`config.mk`:
```
export PLATFORM = sky130hd
export DESIGN_NAME = dm_access_flat
export DESIGN_NICKNAME = d
export VERILOG_FILES = /design/src/rtl/dm_access_if.sv /design/src/rtl/dm_access.sv /design/src/flat_wrapper.sv
export SDC_FILE = /design/constraint.sdc
export NUM_CORES = 1
export LEC_CHECK = 0
export ABC_AREA = 0
export CORE_MARGIN = 2
export CORE_UTILIZATION = 52
export CTS_CLUSTER_DIAMETER = 80
export DETAILED_ROUTE_END_ITERATION = 8
export DONT_BUFFER_PORTS = 1
export GPL_TIMING_DRIVEN = 0
export HOLD_SLACK_MARGIN = 0.02
export PLACE_DENSITY = 0.67
export SLEW_MARGIN = 30
export SYNTH_ARGS = -nofsm -noshare
export SYNTH_HDL_FRONTEND = slang
export SYNTH_SLANG_ARGS = --single-unit
```
`constraint.sdc`:
```
create_clock -name clk -period 2.9 [get_ports clk]
set_input_delay 0.435 -clock clk [delete_from_list [all_inputs] [get_ports clk]]
set_output_delay 0.435 -clock clk [all_outputs]
set_load 0.005 [all_outputs]
```
`src/rtl/dm_access_if.sv`:
```
// Word-addressed data-memory bus between the MEM-stage access unit and memory.
// master = access unit (drives request), slave = memory (drives ready/read data).
interface dm_access_if;
    logic        bus_valid;
    logic        bus_we;
    logic [29:0] bus_addr;
    logic [3:0]  bus_be;
    logic [31:0] bus_wdata;
    logic        bus_ready;
    logic [31:0] bus_rdata;

    modport master (
        output bus_valid, bus_we, bus_addr, bus_be, bus_wdata,
        input  bus_ready, bus_rdata
    );

    modport slave (
        input  bus_valid, bus_we, bus_addr, bus_be, bus_wdata,
        output bus_ready, bus_rdata
    );
endinterface

```
`src/rtl/dm_access.sv`:
```
// MEM-stage data-memory access unit: lane placement, byte enables, load extension, bus timeout.
// Latency: request cycle N, bus handshake N+1 at the earliest, done pulse one cycle after handshake.
// Backpressure: stall held while a request waits in IDLE or BUS; bus waits up to MAX_WAIT cycles.
// Optional misaligned-access trap is enabled by defining DM_MISALIGN_TRAP_EN.
module dm_access #(
    parameter int unsigned MAX_WAIT = 255
) (
    input  logic         clk,
    input  logic         rstn,
    input  logic         mem_read,
    input  logic         mem_write,
    input  logic [2:0]   dm_ctrl,
    input  logic [31:0]  addr,
    input  logic [31:0]  wdata,
    output logic         stall,
    output logic [31:0]  rdata,
    output logic         done,
    output logic         misalign,
    output logic         bus_err,
    dm_access_if.master  bus
);

    typedef enum logic [1:0] {S_IDLE, S_BUS, S_RESP} state_t;
    typedef enum logic [1:0] {SZ_WORD, SZ_HALF, SZ_BYTE} size_t;

    localparam logic [7:0] WAIT_LAST = 8'(MAX_WAIT - 1);

    state_t      state, state_nxt;
    logic [7:0]  wait_cnt;

    logic        req;
    size_t       req_size;
    logic        req_signed;
    logic [1:0]  req_off;
    logic [3:0]  req_be;
    logic [31:0] req_wdata;
    logic        req_misalign;

    size_t       lat_size;
    logic        lat_signed;
    logic [1:0]  lat_off;
    logic        lat_we;
    logic [29:0] lat_addr;
    logic [3:0]  lat_be;
    logic [31:0] lat_wdata;
    logic        err_q;
    logic        mis_q;
    logic [31:0] rdata_q;

    logic [31:0] lane_word;
    logic [31:0] load_val;
    logic        timeout;

    assign req = mem_read | mem_write;

    // Request decode: reserved dm_ctrl codes fall back to a word access.
    always_comb begin
        req_size   = SZ_WORD;
        req_signed = 1'b0;
        case (dm_ctrl)
            3'b001: begin req_size = SZ_HALF; req_signed = 1'b1; end
            3'b010: begin req_size = SZ_HALF; req_signed = 1'b0; end
            3'b011: begin req_size = SZ_BYTE; req_signed = 1'b1; end
            3'b100: begin req_size = SZ_BYTE; req_signed = 1'b0; end
            default: begin req_size = SZ_WORD; req_signed = 1'b0; end
        endcase
    end

    // Lane offset, byte enables and store placement; halves use only addr[1].
    always_comb begin
        req_off   = 2'b00;
        req_be    = 4'b1111;
        req_wdata = wdata;
        case (req_size)
            SZ_HALF: begin
                req_off   = {addr[1], 1'b0};
                req_be    = addr[1] ? 4'b1100 : 4'b0011;
                req_wdata = {16'h0000, wdata[15:0]} << {req_off, 3'b000};
            end
            SZ_BYTE: begin
                req_off   = addr[1:0];
                req_be    = 4'b0001 << addr[1:0];
                req_wdata = {24'h000000, wdata[7:0]} << {req_off, 3'b000};
            end
            default: begin
                req_off   = 2'b00;
                req_be    = 4'b1111;
                req_wdata = wdata;
            end
        endcase
    end

`ifdef DM_MISALIGN_TRAP_EN
    assign req_misalign = ((req_size == SZ_HALF) && addr[0]) ||
                          ((req_size == SZ_WORD) && (addr[1:0] != 2'b00));
`else
    assign req_misalign = 1'b0;
`endif

    // Load extraction from the latched lane offset.
    assign lane_word = bus.bus_rdata >> {lat_off, 3'b000};

    always_comb begin
        load_val = bus.bus_rdata;
        case (lat_size)
            SZ_BYTE: load_val = {{24{lat_signed & lane_word[7]}},  lane_word[7:0]};
            SZ_HALF: load_val = {{16{lat_signed & lane_word[15]}}, lane_word[15:0]};
            default: load_val = bus.bus_rdata;
        endcase
    end

    assign timeout = !bus.bus_ready && (wait_cnt == WAIT_LAST);

    // FSM: state register
    always_ff @(posedge clk or negedge rstn) begin
        if (!rstn) state <= S_IDLE;
        else       state <= state_nxt;
    end

    // FSM: next state
    always_comb begin
        state_nxt = state;
        case (state)
            S_IDLE: begin
                if (req) state_nxt = req_misalign ? S_RESP : S_BUS;
            end
            S_BUS: begin
                if (bus.bus_ready || timeout) state_nxt = S_RESP;
            end
            S_RESP:  state_nxt = S_IDLE;
            default: state_nxt = S_IDLE;
        endcase
    end

    // FSM: outputs. Stall is gated by reset so it drops immediately on rstn=0.
    always_comb begin
        stall         = 1'b0;
        bus.bus_valid = 1'b0;
        done          = 1'b0;
        misalign      = 1'b0;
        bus_err       = 1'b0;
        case (state)
            S_IDLE: stall = rstn & req;
            S_BUS: begin
                stall         = rstn;
                bus.bus_valid = 1'b1;
            end
            S_RESP: begin
                done     = 1'b1;
                misalign = mis_q;
                bus_err  = err_q;
            end
            default: ;
        endcase
    end

    assign bus.bus_we    = lat_we;
    assign bus.bus_addr  = lat_addr;
    assign bus.bus_be    = lat_be;
    assign bus.bus_wdata = lat_wdata;
    assign rdata         = rdata_q;

    // Request latch, wait counter and load result.
    always_ff @(posedge clk or negedge rstn) begin
        if (!rstn) begin
            lat_size   <= SZ_WORD;
            lat_signed <= 1'b0;
            lat_off    <= 2'b00;
            lat_we     <= 1'b0;
            lat_addr   <= 30'h0;
            lat_be     <= 4'h0;
            lat_wdata  <= 32'h0;
            err_q      <= 1'b0;
            mis_q      <= 1'b0;
            wait_cnt   <= 8'h00;
            rdata_q    <= 32'h0;
        end else begin
            case (state)
                S_IDLE: begin
                    if (req) begin
                        lat_size   <= req_size;
                        lat_signed <= req_signed;
                        lat_off    <= req_off;
                        lat_we     <= mem_write;
                        lat_addr   <= addr[31:2];
                        lat_be     <= req_be;
                        lat_wdata  <= req_wdata;
                        err_q      <= 1'b0;
                        mis_q      <= req_misalign;
                        wait_cnt   <= 8'h00;
                    end
                end
                S_BUS: begin
                    if (bus.bus_ready) begin
                        if (!lat_we) rdata_q <= load_val;
                    end else if (timeout) begin
                        err_q   <= 1'b1;
                        rdata_q <= 32'h0;
                    end else begin
                        wait_cnt <= wait_cnt + 8'h01;
                    end
                end
                default: ;
            endcase
        end
    end

endmodule
```
`src/flat_wrapper.sv`:
```
// flat-port wrapper written by rule: the top's interface ports become plain ports
module dm_access_flat 
#(
    parameter int unsigned MAX_WAIT = 255
)
  (clk, rstn, mem_read, mem_write, dm_ctrl, addr, wdata, stall, rdata, done, misalign, bus_err, bus_bus_valid, bus_bus_we, bus_bus_addr, bus_bus_be, bus_bus_wdata, bus_bus_ready, bus_bus_rdata);
  dm_access_if bus_i ();
  input  logic clk;
  input  logic rstn;
  input  logic mem_read;
  input  logic mem_write;
  input  logic [2:0] dm_ctrl;
  input  logic [31:0] addr;
  input  logic [31:0] wdata;
  output logic stall;
  output logic [31:0] rdata;
  output logic done;
  output logic misalign;
  output logic bus_err;
  output wire logic [$bits(bus_i.bus_valid)-1:0] bus_bus_valid;
  output wire logic [$bits(bus_i.bus_we)-1:0] bus_bus_we;
  output wire logic [$bits(bus_i.bus_addr)-1:0] bus_bus_addr;
  output wire logic [$bits(bus_i.bus_be)-1:0] bus_bus_be;
  output wire logic [$bits(bus_i.bus_wdata)-1:0] bus_bus_wdata;
  input wire logic [$bits(bus_i.bus_ready)-1:0] bus_bus_ready;
  input wire logic [$bits(bus_i.bus_rdata)-1:0] bus_bus_rdata;
  assign bus_bus_valid = bus_i.bus_valid;
  assign bus_bus_we = bus_i.bus_we;
  assign bus_bus_addr = bus_i.bus_addr;
  assign bus_bus_be = bus_i.bus_be;
  assign bus_bus_wdata = bus_i.bus_wdata;
  assign bus_i.bus_ready = bus_bus_ready;
  assign bus_i.bus_rdata = bus_bus_rdata;
  dm_access #(.MAX_WAIT(MAX_WAIT)) u_core (.clk(clk), .rstn(rstn), .mem_read(mem_read), .mem_write(mem_write), .dm_ctrl(dm_ctrl), .addr(addr), .wdata(wdata), .stall(stall), .rdata(rdata), .done(done), .misalign(misalign), .bus_err(bus_err), .bus(bus_i));
endmodule
```
# Word level (Yosys, flattened, before mapping)
# Index checks and enable logic that the tools add are counted.
# word_totals
ff_bits	115
in_bits	104
output_inout_bits	104
word_cells	76
# op_classes
n_addsub	1
eq_ne	17
n_shift	4
muxes	25
n_bitwise	4
n_reduce_logical	14
# ops
op	count
32-bit one-hot mux with 2 select lines	2
32-bit two-way mux	3
16-bit by 5-bit << shifter with 32-bit output	1
8-bit by 5-bit << shifter with 32-bit output	1
32-bit by 5-bit >> shifter with 16-bit output	1
8-bit two-way mux	3
8-bit one-hot mux with 2 select lines	1
2-bit one-hot mux with 2 select lines	3
8-bit by 1-bit adder with 8-bit output (second input constant)	1
8-bit equality test (second input constant)	1
4-bit one-hot mux with 2 select lines	1
4-bit AND reduction	2
1-bit two-way mux	7
2-bit by 1-bit equality test with 1-bit output (second input constant)	3
2-bit equality test (second input constant)	3
3-bit by 2-bit equality test with 1-bit output (second input constant)	2
2-bit by 1-bit inequality test with 1-bit output (second input constant)	3
2-bit inequality test (second input constant)	3
2-bit OR reduction	3
2-bit two-way mux	2
4-bit two-way mux	1
1-bit one-hot mux with 2 select lines	2
2-bit AND reduction	2
2-bit nonzero test	2
other kinds (10)	12

# Depth between registers and ports, before layout
# logic_depth
word_depth	5
depth_mapped	10
depth_no_buf	9

# Worst setup path after synthesis
# OpenSTA, ideal clock, no wires.
# synth_timing
path_kind	in2reg
startpoint	in dm_ctrl[1]
endpoint	reg u_core.lat_wdata[10] (netlist: u_core.bus.bus_wdata[10])
setup_time_ns	0.074
arrival_ns	2.071
required_ns	2.826
setup_slack_ns	0.755
path_stages	9
path_buffers	1
cell_sequence	nand2_1 nor2_1 a21oi_1 inv_1 ha_1 buf_2 nor3_1 a221oi_1 nor2_1
# synth_via
elab_chain_cells	5
word_cells_on_any_way	10
classes_between	eq/ne (6); mux (2); reduce/logical (2)
# synth_lines
element	line_no	rtl
start, declared	flat_wrapper.sv:12	input logic [2:0] dm_ctrl;
3-bit equality test (tied with other cells)	dm_access.sv:60	case (dm_ctrl)
2-bit OR reduction (no source line)	--	
2-bit one-hot mux with 2 select lines (*)	dm_access.sv:60	
2-bit equality test or 2-bit by 1-bit equality test with 1-bit output (tied branches)	dm_access.sv:74	case (req_size)
32-bit one-hot mux with 2 select lines (*)	dm_access.sv:74	
end signal, assigned	dm_access.sv:187	lat_wdata <= req_wdata;
end, declared	dm_access.sv:45	logic [31:0] lat_wdata;
# Mark *: on every way between the ends. The rest lies on a longest branch, timed or not.
# A chain may end at the register's enable or synchronous reset.

# Worst setup path after layout
# layout_timing
startpoint	reg u_core.lat_size[1]
endpoint	reg u_core.rdata_q[0] (netlist: u_core.rdata[0])
# layout_via
elab_chain_cells	4
word_cells_on_any_way	5
classes_between	eq/ne (2); mux (3)
# layout_lines
element	line_no	rtl
start, declared	dm_access.sv:39	size_t lat_size;
start signal, assigned	dm_access.sv:181	lat_size <= req_size;
2-bit by 1-bit equality test with 1-bit output or 2-bit equality test (tied branches)	dm_access.sv:105	case (lat_size)
32-bit one-hot mux with 2 select lines (*)	dm_access.sv:105	
32-bit two-way mux (*)	dm_access.sv:195	if (!lat_we) rdata_q <= load_val;
32-bit two-way mux (*)	dm_access.sv:194	if (bus.bus_ready) begin
end signal, assigned	dm_access.sv:195	
end, declared	dm_access.sv:48	logic [31:0] rdata_q;
# Mark *: on every way between the ends. The rest lies on a longest branch, timed or not. The select of a mux whose other input is x is not followed.

==> results.ini <==
[sta]
slew_violations = 0
fin_setup_tns_ns = 0
tightest_slew_ns = 0.794
maxClockFrequency_mhz = 469
worst_hold_slack_ns = -0.391
period_minus_slack_ns = 2.13
unrepaired_setup_endpoints_after_global_routing = no
setup_viol_count_final = 0
final_hold_viol_count = 115
max-slew-margin-rel_pct = 46.9
skew_ns = 0.0104
timing.final.ws_setup_ns = 0.768
layout_worst_path_cycle_share_pct = 73.5

[drt]
post_drt_via_cell_ratio = 6.07
route.vias.total = 4523
number_of_drc_markers_after_the_initial_detailed_route_iteration = 275
number_of_nets_with_antenna_violations_after_detailed_routing = 0
detailroute.wirelength.met2_microns = 7230
top_signal_layer_used = met4
met1_wire_length_microns = 6040
drt_pre_antenna_iters = 4
detail_route.wirelength_microns = 15000
wire_per_inst_microns = 20.1
route.met3.wl_microns = 1500
drc = 0

[synthesis]
synth-edff-count = 0
ys_ff_latch = 115
synthesis.area_per_instance_sq_um = 9.89
yosysTopAreaCellShare_pct = 52.7
synthesis_warnings = 0
synth_async_sr_flop_share_pct = 100
synth_cell_type_count = 48
syn_inst = 552
top_area_cells_in_the_synthesized_netlist = sky130_fd_sc_hd__dfrtp_1 (53%), sky130_fd_sc_hd__nand2_1 (8.4%), sky130_fd_sc_hd__a22oi_1 (3.3%)
mappedNetlistNets = 663
synth.cell_area_sq_um = 5460
synth_most_common_cell = sky130_fd_sc_hd__nand2_1
synth_top_cell_by_area = sky130_fd_sc_hd__dfrtp_1
synth_top_cells_by_count = sky130_fd_sc_hd__nand2_1 (122), sky130_fd_sc_hd__dfrtp_1 (115), sky130_fd_sc_hd__nor2_1 (41)
ys_seq_area_share_pct = 52.7
ys.flop_type = sky130_fd_sc_hd__dfrtp_1

[run]
max_cap_viol_count = 0

[clock_tree]
cts_buffers = 17
tritoncts = built
post_cts_resized = 0
clkLatencyLatePin_ns = 0.52
cts_max_level = 4
root_buffer = sky130_fd_sc_hd__clkbuf_8
tritoncts_num_sinks = 115
clock_tree.buffer_depth = 2
cts.reportedPaths.clkPinSlew_ns = 0.06
post-cts-setup-buffers = 0
holdBufCountCts = 25

[global_routing]
globalRouteTotalUtil_pct = 27.2
gr-total-overflow = 0
grt_max_degree = 117
first_global_vias = 4675
grt_pass1_wl_microns = 24000
grt_antenna_before_repair = 0

[die]
initial_core_util_pct = 53.1
die_x_microns = 106
floorplan.die_area_sq_um = 11300
design.core.area_sq_um = 10300
die_height_microns = 106
fp-row-count = 37
io_pins = 208

[place]
gpl.final_weighted_congestion = 0.893
hpwlAfterDp_microns = 10500
placement.setup.worst_slack_ns = 0.246
dpl.cell_count = 688
io_buffer_count = 0
post_dp_cell_area_sq_um = 5630

[worst_hold_path]
hold_path_class = input pin to async pin

[pwr]
power_frac_comb_pct = 28.7
clkPwrFrac_pct = 28.3
internal_power_mw = 4.19
irDropWorstVdd_mv = 0.505
powerDensity_nw_per_um2 = 1050
leak_pwr_nw = 2.89
switching_share_pct = 38.1
seqPwrFrac_pct = 43.0
power_switching_mw = 2.57

[setup_path]
critical_path.endpoint_type = flop
worstPathArrival_ns = 2.53
worst-setup-path-type = flop to flop
slowest_cell_on_the_critical_path = sky130_fd_sc_hd__o211ai_1
worst_path_largest_cell_delay_ns = 0.72
timing.critical_path.cells = inv_1 -> ha_1 -> clkbuf_1 -> o211ai_1 -> a211oi_1 -> a221o_1
worstPathRequired_ns = 3.30
worst-path-max-fanout = 10
crit_path_start_kind = flop

[finish]
design.final.nets = 707
final_cell_area_sq_um = 6430
final-instance-count-excl-fill = 745
diodes = 0
syn2layout_area_growth_pct = 17.8
layout-drive-gt1-share_pct = 10.7

[run_status]
run_status = finished, violations left
failing_checks = negative hold slack

## flip-flops by register name, indices dropped and copies added, names as in the netlist
| signal | cells |
|---|---|
| u_core.bus.bus_wdata | 32 |
| u_core.rdata | 32 |
| u_core.bus.bus_addr | 30 |
| u_core.wait_cnt | 8 |
| u_core.bus.bus_be | 4 |
| u_core.lat_off | 2 |
| u_core.lat_size | 2 |
| u_core.state | 2 |
| u_core.bus.bus_we | 1 |
| u_core.err_q | 1 |
| u_core.lat_signed | 1 |
## power groups by stage
stage	registers [mW]	clock network [mW]	logic (mW)
after floorplan	2.73	0	1.50
after global placement	2.92	0	1.82
after detailed placement	2.92	0	1.91
after CTS	2.91	1.94	1.94
after global routing	2.99	2.01	2.21
final	2.91	1.91	1.94
## through the flow
step           hold slack (ns)  util, %  power, mW
5_1_grt                 -0.410     62.6       7.21
3_5_place_dp             0.144     54.8       4.83
3_3_place_gp             0.145     54.8       4.74
6_report                -0.391     62.6       6.76
2_1_floorplan            0.139        -       4.23
4_1_cts                 -0.412     62.6       6.79
## area by class of cell
cell class	instances	area [sq um]
Sequential cell	115	2880
Tap cell	136	170
Clock inverter	14	119
Buffer	41	214
Timing Repair Buffer	25	250
Fill cell	830	3840
Clock buffer	18	428
Inverter	7	26.3
Multi-Input combinational cell	389	2350
## cell usage in the layout, fill, tap and decap left out, types with 4 or more instances in the layout
cell                            instances
sky130_fd_sc_hd__a211oi_1              14
sky130_fd_sc_hd__a21oi_1               10
sky130_fd_sc_hd__a221o_1               16
sky130_fd_sc_hd__a221oi_1               8
sky130_fd_sc_hd__a22o_1                10
sky130_fd_sc_hd__a22oi_1               24
sky130_fd_sc_hd__a31oi_1                9
sky130_fd_sc_hd__buf_2                 18
sky130_fd_sc_hd__buf_4                  4
sky130_fd_sc_hd__clkbuf_1              15
sky130_fd_sc_hd__clkbuf_16             16
sky130_fd_sc_hd__dfrtp_1              115
sky130_fd_sc_hd__dlygate4sd3_1         25
sky130_fd_sc_hd__ha_1                   7
sky130_fd_sc_hd__inv_1                  7
sky130_fd_sc_hd__inv_6                  8
sky130_fd_sc_hd__mux2i_1                9
sky130_fd_sc_hd__nand2_1              122
sky130_fd_sc_hd__nand3_1                5
sky130_fd_sc_hd__nand3b_1              10
sky130_fd_sc_hd__nor2_1                41
sky130_fd_sc_hd__nor2b_1               12
sky130_fd_sc_hd__o211ai_1               5
sky130_fd_sc_hd__o21a_1                 4
sky130_fd_sc_hd__o21ai_0               32
sky130_fd_sc_hd__o21ai_1                9
sky130_fd_sc_hd__o2bb2ai_1              7
## kinds of logic after synthesis
group	count (synthesis)	share of synthesized area (%)
flip-flops	115	52.7
adder cells (fa/ha/maj)	7	1.60
AND/OR/NAND/NOR	209	17.3
buffers and inverters	48	4.40
AO/OA/AOI/OAI	158	21.2
XOR/XNOR	4	0.642
other	1	0.0687
multiplexers	10	2.06
## layer usage
metal	GRT usage, %	up-vias
li1	-	2057
met1	34.4	2231
met2	42.8	214
met3	9.69	21
met4	10.6	0
met5	0	-
## critical path, delay by kind of cell, from the launching register on
family	cells	cell delay, ns
buffers and inverters	2	0.30
adder cells (fa/ha/maj)	1	0.17
AO/OA/AOI/OAI	3	1.17
flip-flops	1	0.37
## path summary, 6_finish.rpt
| kind | depth (start not counted) | slack, ns | end | startpoint |
|---|---|---|---|---|
| max | 6 | 0.77 | u_core.rdata[0] | u_core.lat_size[1] |
| min | 0 | -0.39 | u_core.bus.bus_addr[24] | rstn |
| max reg2reg | 6 | 0.77 | u_core.rdata[0] | u_core.lat_size[1] |
| min reg2reg | 1 | 0.50 | u_core.err_q | u_core.err_q |
| max in group asynchronous | 0 | 3.15 | u_core.rdata[3] | rstn |
| min in group clk | 2 | 0.04 | u_core.bus.bus_addr[24] | addr[26] |
Note: power is estimated with default switching activity, not from simulation.
